`src/rtl/seven_segment_display_n_if.sv`:
```
// Bus bundle for the seven-segment display driver: load request, display
// options and the glyph / status results returned by the driver.
interface seven_segment_display_n_if #(
   parameter int DIGITS = 6,
   parameter int DATA_W = 20
);
   logic                  load;
   logic [DATA_W-1:0]     value;
   logic                  mode_hex;
   logic                  blank_lz;
   logic [DIGITS-1:0]     dp_in;
   logic                  busy;
   logic                  done;
   logic                  ovf;
   logic [8*DIGITS-1:0]   seg_out;

   modport master (
      output load, value, mode_hex, blank_lz, dp_in,
      input  busy, done, ovf, seg_out
   );

   modport slave (
      input  load, value, mode_hex, blank_lz, dp_in,
      output busy, done, ovf, seg_out
   );
endinterface

```
`src/rtl/seven_segment_display_n.sv`:
```
// N-digit seven-segment display driver. A binary value is converted to BCD
// serially (double-dabble, one bit per clock) or passed through as hex nibbles,
// then rendered to active-low glyphs with leading-zero blanking, decimal points
// and a dash pattern on overflow.
module seven_segment_display_n #(
   parameter int DIGITS = 6,
   parameter int DATA_W = 20
) (
   input  logic                      clk,
   input  logic                      rst_n,
   seven_segment_display_n_if.slave  bus
);

   localparam int BCD_W = 4 * DIGITS;
   localparam int EXT_W = (DATA_W > BCD_W) ? DATA_W : BCD_W;
   localparam int CNT_W = $clog2(DATA_W + 1);

   typedef enum logic [1:0] {
      S_IDLE    = 2'd0,
      S_CONVERT = 2'd1,
      S_UPDATE  = 2'd2
   } state_t;

   state_t              r_state;
   logic [DATA_W-1:0]   r_bin;
   logic [BCD_W-1:0]    r_bcd;
   logic [CNT_W-1:0]    r_cnt;
   logic                r_ovf_int;
   logic                r_hex;
   logic                r_blz;
   logic [DIGITS-1:0]   r_dp;
   logic [8*DIGITS-1:0] r_seg;
   logic                r_ovf;
   logic                r_done;

   logic [BCD_W-1:0]    w_bcd_adj;
   logic [EXT_W-1:0]    w_ext;
   logic                w_hex_ovf;
   logic [BCD_W-1:0]    w_digits;
   logic                w_ovf_final;
   logic [8*DIGITS-1:0] w_glyphs;

   // Segment pattern a..g (bit0..bit6), active low, for one hex digit.
   function automatic logic [6:0] f_glyph(input logic [3:0] d);
      case (d)
         4'h0:    f_glyph = 7'h40;
         4'h1:    f_glyph = 7'h79;
         4'h2:    f_glyph = 7'h24;
         4'h3:    f_glyph = 7'h30;
         4'h4:    f_glyph = 7'h19;
         4'h5:    f_glyph = 7'h12;
         4'h6:    f_glyph = 7'h02;
         4'h7:    f_glyph = 7'h78;
         4'h8:    f_glyph = 7'h00;
         4'h9:    f_glyph = 7'h10;
         4'hA:    f_glyph = 7'h08;
         4'hB:    f_glyph = 7'h03;
         4'hC:    f_glyph = 7'h46;
         4'hD:    f_glyph = 7'h21;
         4'hE:    f_glyph = 7'h06;
         4'hF:    f_glyph = 7'h0E;
         default: f_glyph = 7'h7F;
      endcase
   endfunction

   // Double-dabble correction: add 3 to every BCD digit that is 5 or more.
   function automatic logic [BCD_W-1:0] f_adjust(input logic [BCD_W-1:0] b);
      logic [BCD_W-1:0] res;
      res = b;
      for (int k = 0; k < DIGITS; k++) begin
         if (b[4*k +: 4] >= 4'd5) begin
            res[4*k +: 4] = b[4*k +: 4] + 4'd3;
         end else begin
            res[4*k +: 4] = b[4*k +: 4];
         end
      end
      return res;
   endfunction

   assign w_bcd_adj   = f_adjust(r_bcd);
   assign w_ext       = EXT_W'(r_bin);
   assign w_hex_ovf   = |(w_ext >> BCD_W);
   assign w_digits    = r_hex ? w_ext[BCD_W-1:0] : r_bcd;
   assign w_ovf_final = r_hex ? w_hex_ovf : r_ovf_int;

   // Render every digit: dashes on overflow, blanks above the leading digit, else glyphs.
   always_comb begin
      logic       v_seen;
      logic [3:0] v_d;
      v_seen   = 1'b0;
      v_d      = 4'h0;
      w_glyphs = '1;
      for (int i = DIGITS - 1; i >= 0; i--) begin
         v_d    = w_digits[4*i +: 4];
         v_seen = v_seen | (v_d != 4'h0);
         if (w_ovf_final) begin
            w_glyphs[8*i +: 8] = 8'hBF;
         end else if (r_blz && !v_seen && (i != 0)) begin
            w_glyphs[8*i +: 8] = {~r_dp[i], 7'h7F};
         end else begin
            w_glyphs[8*i +: 8] = {~r_dp[i], f_glyph(v_d)};
         end
      end
   end

   // Control FSM: accept, serial conversion, then one-cycle registered output update.
   always_ff @(posedge clk) begin
      if (!rst_n) begin
         r_state   <= S_IDLE;
         r_bin     <= '0;
         r_bcd     <= '0;
         r_cnt     <= '0;
         r_ovf_int <= 1'b0;
         r_hex     <= 1'b0;
         r_blz     <= 1'b0;
         r_dp      <= '0;
         r_seg     <= '1;
         r_ovf     <= 1'b0;
         r_done    <= 1'b0;
      end else begin
         case (r_state)
            S_IDLE: begin
               r_done <= 1'b0;
               if (bus.load) begin
                  r_bin <= bus.value;
                  r_hex <= bus.mode_hex;
                  r_blz <= bus.blank_lz;
                  r_dp  <= bus.dp_in;
                  if (bus.mode_hex) begin
                     r_state <= S_UPDATE;
                  end else begin
                     r_bcd     <= '0;
                     r_ovf_int <= 1'b0;
                     r_cnt     <= CNT_W'(DATA_W);
                     r_state   <= S_CONVERT;
                  end
               end
            end
            S_CONVERT: begin
               r_done <= 1'b0;
               r_bcd  <= {w_bcd_adj[BCD_W-2:0], r_bin[DATA_W-1]};
               r_bin  <= {r_bin[DATA_W-2:0], 1'b0};
               if (w_bcd_adj[BCD_W-1]) begin
                  r_ovf_int <= 1'b1;
               end
               r_cnt <= r_cnt - CNT_W'(1);
               if (r_cnt == CNT_W'(1)) begin
                  r_state <= S_UPDATE;
               end
            end
            S_UPDATE: begin
               r_seg   <= w_glyphs;
               r_ovf   <= w_ovf_final;
               r_done  <= 1'b1;
               r_state <= S_IDLE;
            end
            default: begin
               r_done  <= 1'b0;
               r_state <= S_IDLE;
            end
         endcase
      end
   end

   assign bus.busy    = (r_state != S_IDLE);
   assign bus.done    = r_done;
   assign bus.ovf     = r_ovf;
   assign bus.seg_out = r_seg;

endmodule

```
`src/flat_wrapper.sv`:
```
// flat-port wrapper written by rule: the top's interface ports become plain ports
module seven_segment_display_n_flat 
#(
   parameter int DIGITS = 6,
   parameter int DATA_W = 20
)
  (clk, rst_n, bus_load, bus_value, bus_mode_hex, bus_blank_lz, bus_dp_in, bus_busy, bus_done, bus_ovf, bus_seg_out);
  seven_segment_display_n_if #(.DIGITS(DIGITS), .DATA_W(DATA_W)) bus_i ();
  input  logic clk;
  input  logic rst_n;
  input wire logic [$bits(bus_i.load)-1:0] bus_load;
  input wire logic [$bits(bus_i.value)-1:0] bus_value;
  input wire logic [$bits(bus_i.mode_hex)-1:0] bus_mode_hex;
  input wire logic [$bits(bus_i.blank_lz)-1:0] bus_blank_lz;
  input wire logic [$bits(bus_i.dp_in)-1:0] bus_dp_in;
  output wire logic [$bits(bus_i.busy)-1:0] bus_busy;
  output wire logic [$bits(bus_i.done)-1:0] bus_done;
  output wire logic [$bits(bus_i.ovf)-1:0] bus_ovf;
  output wire logic [$bits(bus_i.seg_out)-1:0] bus_seg_out;
  assign bus_i.load = bus_load;
  assign bus_i.value = bus_value;
  assign bus_i.mode_hex = bus_mode_hex;
  assign bus_i.blank_lz = bus_blank_lz;
  assign bus_i.dp_in = bus_dp_in;
  assign bus_busy = bus_i.busy;
  assign bus_done = bus_i.done;
  assign bus_ovf = bus_i.ovf;
  assign bus_seg_out = bus_i.seg_out;
  seven_segment_display_n #(.DIGITS(DIGITS), .DATA_W(DATA_W)) u_core (.clk(clk), .rst_n(rst_n), .bus(bus_i));
endmodule
```
`config.mk`:
```
export PLATFORM = sky130hd
export DESIGN_NAME = seven_segment_display_n_flat
export DESIGN_NICKNAME = d
export VERILOG_FILES = /design/src/rtl/seven_segment_display_n_if.sv /design/src/rtl/seven_segment_display_n.sv /design/src/flat_wrapper.sv
export SDC_FILE = /design/constraint.sdc
export NUM_CORES = 1
export LEC_CHECK = 0
export ABC_AREA = 1
export BUFFER_PORTS_ARGS = -buffer_cell sky130_fd_sc_hd__buf_4
export CAP_MARGIN = 20
export CORE_ASPECT_RATIO = 0.9
export CORE_MARGIN = 4
export CORE_UTILIZATION = 45
export CTS_BUF_LIST = sky130_fd_sc_hd__clkbuf_8
export CTS_CLUSTER_SIZE = 24
export DETAILED_ROUTE_END_ITERATION = 7
export PLACE_DENSITY_LB_ADDON = 0.3
export SETUP_SLACK_MARGIN = 0.02
export SYNTH_ARGS = -nofsm -noshare
export SYNTH_HDL_FRONTEND = slang
export SYNTH_SLANG_ARGS = --single-unit
```
`constraint.sdc`:
```
create_clock -name clk -period 2.25 [get_ports clk]
set_clock_uncertainty 0.1 [all_clocks]
set_input_delay 0.225 -clock clk [delete_from_list [all_inputs] [get_ports clk]]
set_output_delay 0.225 -clock clk [all_outputs]
set_load 0.01 [all_outputs]
```
== Word level (Yosys, flattened, before mapping) ==
Memory sizes are Yosys's and may differ from the RTL's.
Cells that the tools add are included.

* Flip-flop bits (word level): 110
* Latch bits: 0
* Memory bits (writable): 0
* ROM bits: 672
* Output and inout bits: 51
* Memories: 6

* Add/subtract/negate cells: 7
* Multipliers: 0
* Div/mod/pow operators: 0
* Magnitude comparators: 6
* Eq/ne operators: 7
* Shift-type cells: 0
* Muxes and demuxes: 36
* Bitwise logic cells: 10
* Reductions and logical operators: 23

{| class="wikitable"
|+ Memories
! name !! depth !! bits a word !! read ports !! clocked after Yosys merged registers in !! wr ports !! RTL line !! RTL
|-
| (name not given) || 16 || 7 || 1 || 0 || 0 || seven_segment_display_n.sv:45 || <nowiki>case (d)</nowiki>
|-
| (name not given) || 16 || 7 || 1 || 0 || 0 || seven_segment_display_n.sv:45 ||
|-
| (name not given) || 16 || 7 || 1 || 0 || 0 || seven_segment_display_n.sv:45 ||
|-
| (name not given) || 16 || 7 || 1 || 0 || 0 || seven_segment_display_n.sv:45 ||
|-
| (name not given) || 16 || 7 || 1 || 0 || 0 || seven_segment_display_n.sv:45 ||
|-
| (name not given) || 16 || 7 || 1 || 0 || 0 || seven_segment_display_n.sv:45 ||
|}

{| class="wikitable"
|+ Operator list
! kind !! number
|-
| 2-to-1 mux 24 bit || 3
|-
| 2-to-1 mux 8 bit || 6
|-
| case mux 24 bit (2 select lines) || 1
|-
| case mux 20 bit (2 select lines) || 1
|-
| 2-to-1 mux 7 bit || 5
|-
| adder 4 x 2 -> 4 bit, second input constant || 6
|-
| >= comparator 4 x 3 -> 1 bit, second input constant || 6
|-
| 2-to-1 mux 4 bit || 6
|-
| 2-to-1 mux 20 bit || 1
|-
| nonzero test 4 bit || 5
|-
| 2-to-1 mux 5 bit || 2
|-
| case mux 5 bit (2 select lines) || 1
|-
| 2-to-1 mux 2 bit || 3
|-
| NOT 1 bit || 6
|-
| AND reduction 2 bit || 3
|-
| equality test 5 x 1 -> 1 bit, second input constant || 1
|-
| logical AND 1 bit || 5
|-
| zero test 1 bit || 5
|-
| 2-to-1 mux 1 bit || 5
|-
| subtractor 5 x 1 -> 5 bit, second input constant || 1
|-
| != test 2 x 1 -> 1 bit, second input constant || 2
|-
| != test 2 bit, second input constant || 2
|-
| bitwise OR 1 bit || 4
|-
| case mux 2 bit (2 select lines) || 1
|-
| other kinds (7) || 8
|}

== Depth between registers and ports, before layout ==
* Depth in word-level cells: 10
* Mapped depth: 14
* Mapped depth without buffers: 13

== Worst setup path before layout ==
OpenSTA, ideal clock, no wires.

* Path type: reg-to-reg
* Start: register u_core.r_hex
* End: register u_core.r_seg[9] (netlist: u_core.bus.seg_out[9])
* Data arrival time: 1726 ps
* Path slack: 309 ps
* Stages on the path, launching flop included: 13
* Path buffers: 2
* Cells stage by stage: dfxtp_1 buf_6 buf_6 nand2_1 o21ai_1 inv_1 ha_1 nand3_1 nand2_1 a21oi_1 nand2_1 nand2_1 nand2_1

* Cells in the longest elaborated chain, start to end: 10
* Elaborated cells between the ends (all ways): 16

{| class="wikitable"
|+ Ends and longest elaborated chain
! item !! RTL line !! RTL
|-
| from (decl) || seven_segment_display_n.sv:29 || <nowiki>logic r_hex;</nowiki>
|-
| from (signal assigned) || seven_segment_display_n.sv:126 || <nowiki>r_hex <= bus.mode_hex;</nowiki>
|-
| 2-to-1 mux 24 bit || seven_segment_display_n.sv:83 || <nowiki>assign w_digits = r_hex ? w_ext[BCD_W-1:0] : r_bcd;</nowiki>
|-
| nonzero test 4 bit || seven_segment_display_n.sv:95 || <nowiki>v_seen = v_seen | (v_d != 4'h0);</nowiki>
|-
| bitwise OR 1 bit (4 in a row) || seven_segment_display_n.sv:95 ||
|-
| zero test 1 bit || seven_segment_display_n.sv:98 || <nowiki>end else if (r_blz && !v_seen && (i != 0)) begin</nowiki>
|-
| logical AND 1 bit || seven_segment_display_n.sv:98 ||
|-
| 2-to-1 mux 7 bit || seven_segment_display_n.sv:98 ||
|-
| 2-to-1 mux 8 bit * || seven_segment_display_n.sv:96 || <nowiki>if (w_ovf_final) begin</nowiki>
|-
| to (signal assigned) || seven_segment_display_n.sv:152 || <nowiki>r_seg <= w_glyphs;</nowiki>
|-
| to (decl) || seven_segment_display_n.sv:32 || <nowiki>logic [8*DIGITS-1:0] r_seg;</nowiki>
|}

Mark *: on every way between the ends. The rest lies on a longest branch, timed or not.
A chain may end at the register's enable or synchronous reset.

== Worst setup path after layout ==
* Start: register u_core.r_hex
* End: register u_core.r_seg[18] (netlist: u_core.bus.seg_out[18])

* Cells in the longest elaborated chain, start to end: 9
* Elaborated cells between the ends (all ways): 14

{| class="wikitable"
|+ Ends and longest elaborated chain
! item !! RTL line
|-
| 2-to-1 mux 24 bit || seven_segment_display_n.sv:83
|-
| nonzero test 4 bit || seven_segment_display_n.sv:95
|-
| bitwise OR 1 bit (3 in a row) || seven_segment_display_n.sv:95
|-
| zero test 1 bit || seven_segment_display_n.sv:98
|-
| logical AND 1 bit || seven_segment_display_n.sv:98
|-
| 2-to-1 mux 7 bit || seven_segment_display_n.sv:98
|-
| 2-to-1 mux 8 bit * || seven_segment_display_n.sv:96
|}

Marks and branches as above.

==> flow_metrics.env <==
export IMPL_crit_type="flop to flop"
export IMPL_dp_hpwl_um=12300
export IMPL_row_count=42
export IMPL_r2r_end="u_core.bus.seg_out[18]$_SDFFE_PN1P_"
export IMPL_cp_common_cell="nand2_1"
export IMPL_clock_insertion_delay_worst_skew_ns=0.38
export IMPL_syn_mean_instance_area_um2=6.64
export IMPL_synth_top_cell_area_share_pct=32.7
export IMPL_yosysUniqueCellTypes=38
export IMPL_crit_fanout=14
export IMPL_setup_viol_count_final=0
export IMPL_n_fill_cell=1485
export IMPL_drt_pre_antenna_iters=6
export IMPL_post_route_min_period_ns=2.02
export IMPL_final_cell_area_um2=7860
export IMPL_hold_viol_final=0
export IMPL_cp_arrival_ns=2.25
export IMPL_core_area_um2=14700
export IMPL_grt_pass1_vias=6063
export IMPL_yosys_warnings=0
export IMPL_syn_num_nets=1095
export IMPL_hold_path_startpoint="bus_value[12]"
export IMPL_synthFlopType="dfxtp_1"
export IMPL_antenna_found_initial=0
export IMPL_finalCritPeriodShare_pct=90.0
export IMPL_io_buffer_count=81
export IMPL_powerDensity_nw_per_um2=581
export IMPL_synth_area_um2=6730
export IMPL_antenna_cells=0
export IMPL_crit_path_cell_trace="buf_4 -> o21ai_2 -> ha_1 -> nand2_1 -> inv_1 -> nand3_1 -> nor2_4 -> nand3_2 -> nand3_1 -> nand2_1 -> nand2_1"
export IMPL_relSlewSlack_pct=48.9
export IMPL_synth_largest_area_cell="dfxtp_1"
export IMPL_status="complete, no violations"
export IMPL_synth_most_common_cell="nand2_1"
export IMPL_htreeDepth=3
export IMPL_ys_seq_area_share_pct=32.7
export IMPL_syn_to_final_growth_pct=16.8
export IMPL_cpPeakStageDelay_ns=0.35
export IMPL_gr_total_overflow=0
export IMPL_slew_viol_final=0
export IMPL_dieHeight_um=124
export IMPL_netlist_instances=1014
export IMPL_critical_path_endpoint_type="flop"
export IMPL_cts_sinks=110
export IMPL_grt_max_degree=67
export IMPL_totalWireLength_um=17000
export IMPL_viasPerCell=5.16
export IMPL_clock_path_buffers=2
export IMPL_placed_area_um2=7540
export IMPL_route_detailed_drc=0
export IMPL_fin_tns_setup_ns=0
export IMPL_path_clk_slew_ns=0.11
export IMPL_cts_buffers=9
export IMPL_yosys_top_cells_area="dfxtp_1, nand2_1, ha_1, a21oi_1, nand3_1"
export IMPL_drtAntennaViolNets=0
export IMPL_track_usage_pct=20.3
export IMPL_root_buffer="clkbuf_8"
export IMPL_worstMarginPinSlew_ns=0.767
export IMPL_holdPathStages=3
export IMPL_grt_setup_unrepaired="yes"
export IMPL_start_util_pct=45.9
export IMPL_synth_edf_count=0
export IMPL_reg2reg_depth=11
export IMPL_timing_reg2reg_setup_slack_ns=0.23
export IMPL_worst_path_max_delay_cell="dfxtp_2"
export IMPL_nNetsFinal=1173
export IMPL_maxCapViolCount=0
export IMPL_post_drt_wl_per_cell_um=13.2
export IMPL_synth_top_cells_by_count="nand2_1, dfxtp_1, inv_1, a21oi_1, nand3_1"
export IMPL_synthArstFlopShare_pct=0
export IMPL_power_leakage_nw=3.45
export IMPL_drt_iter0_drc=473
export IMPL_min_path_type="primary input to flop"
export IMPL_ir_drop_mv=0.466
export IMPL_r2r_start="u_core.r_hex$_SDFFE_PN0P_"
export IMPL_die_area_um2=17000
export IMPL_min_to="u_core.r_bin[12]$_SDFFE_PN0P_"
export IMPL_grt_pass1_wl_um=28300
export IMPL_max_clock_freq_mhz=494
export IMPL_ys_ff_latch=110
export IMPL_cts_setup_buffers=0
export IMPL_gp_congestion=0.903
export IMPL_crit_required_ns=2.47
export IMPL_layout_drive_gt1_share_pct=15.4
export IMPL_pin_count=82
export IMPL_setup_worst_path_start_class="flop"
export IMPL_cts_tree="yes"
export IMPL_fp_dieW_um=137
export IMPL_via_count=6688
where the power goes:
part           internal, mW  switching [mW]  leakage (nW)
Clock                 0.474           0.714        0.0897
Sequential             2.09           0.103         0.901
Combinational         0.453           0.732          2.46
per-layer routing:
layer / share of wire, % / track usage (%) / up-vias
met5: 0 / 0 / -
met4: 1.8 / 5.92 / 0
met3: 4.9 / 2.87 / 26
met2: 46 / 34.2 / 160
met1: 47 / 27.3 / 3056
li1: - / - / 3446
through the flow:
stage               util [%]  instances  hold WS (ns)  setup WS (ns)  total power, mW
finish                  53.6       1295        0.0147          0.225             4.57
global route            53.6       1295     0.0000931        0.00216             4.84
CTS                     53.5       1295      0.000950          0.163             4.59
detailed placement      51.4       1268         0.358          0.208             3.40
global placement        51.4       1268         0.349          0.246             3.38
floorplan                  -       1014         0.274          0.309             3.02
logic make-up (layout without fill, tap and decap cells):
logic type                 after synthesis  after routing  share of synthesized area [%]
AOI/OAI and AO/OA                      206            206                           17.0
xor gates and xnor gates                 8              8                           1.04
adders and majority gates               50             50                           9.29
buffers and inverters                  143            226                           8.72
DFF                                    110            110                           32.7
and+or+nand+nor                        497            497                           31.3
area by class of cell:
class                   count  area, um^2  area share (%)
clock buffers              11         151            1.93
clock inverters             5        42.5           0.541
inverters                 102         383            4.87
multi-input cells         761        3960            50.3
flip-flops and latches    110        2200            28.0
well taps                 198         248            3.15
repair buffers            108         876            11.1
flip-flops by register name, indices dropped and copies added, names as in the netlist:
name                count
u_core.r_bin           20
u_core.r_bcd           24
u_core.bus.seg_out     48
u_core.r_hex            1
u_core.r_ovf_int        1
u_core.bus.ovf          1
u_core.bus.done         1
u_core.r_blz            1
u_core.r_cnt            5
u_core.r_state          2
u_core.r_dp             6
cells in the final DEF, fill, tap and decap left out, types with 2 or more instances in the layout:
cell           instances
a21oi_1               80
a31oi_1               23
buf_12                 3
buf_4                 94
clkbuf_8              11
clkinv_1               2
clkinvlp_4             3
dfxtp_1              109
dlygate4sd3_1         11
ha_1                  50
inv_1                 86
inv_2                 14
nand2_1              309
nand2_2               11
nand3_1               78
nand4_1                5
nor2_1                66
nor2_2                 4
nor2_4                 5
nor3_1                 7
o211ai_1               7
o21ai_0               64
o21ai_1               15
o21ai_2               11
or2_2                  6
xor2_1                 8
how the worst max path moves through the flow:
stage / start / end / slack [ns] / cells past startpoint
4_1_cts: u_core.r_hex$_SDFFE_PN0P_ / u_core.bus.seg_out[9]$_SDFFE_PN1P_ / 0.16 / 9
3_5_place_dp: u_core.r_hex$_SDFFE_PN0P_ / u_core.bus.seg_out[9]$_SDFFE_PN1P_ / 0.21 / 9
5_1_grt: u_core.r_hex$_SDFFE_PN0P_ / u_core.bus.seg_out[18]$_SDFFE_PN1P_ / 0.002 / 12
3_3_place_gp: u_core.r_hex$_SDFFE_PN0P_ / u_core.bus.seg_out[8]$_SDFFE_PN1P_ / 0.25 / 9
2_1_floorplan: u_core.r_hex$_SDFFE_PN0P_ / u_core.bus.seg_out[9]$_SDFFE_PN1P_ / 0.31 / 12
6_report: u_core.r_hex$_SDFFE_PN0P_ / u_core.bus.seg_out[18]$_SDFFE_PN1P_ / 0.23 / 11
what timing repair did:
| item | in CTS | in global routing |
|---|---|---|
| hold buffers | 11 | 0 |
| gates resized for setup | 0 | 3 |
| endpoints found under the setup margin | 0 | 10 |
| hold endpoints to repair | 11 | 0 |
worst max-delay path, delay by kind of cell (launching register included):
family                   cells  cell delay, ns
flip-flops                   1            0.35
buffers and inverters        2            0.24
adder cells (fa/ha/maj)      1            0.22
AO/OA/AOI/OAI                1            0.28
AND/OR/NAND/NOR              7            0.78
Note: power is estimated with default switching activity, not from simulation.
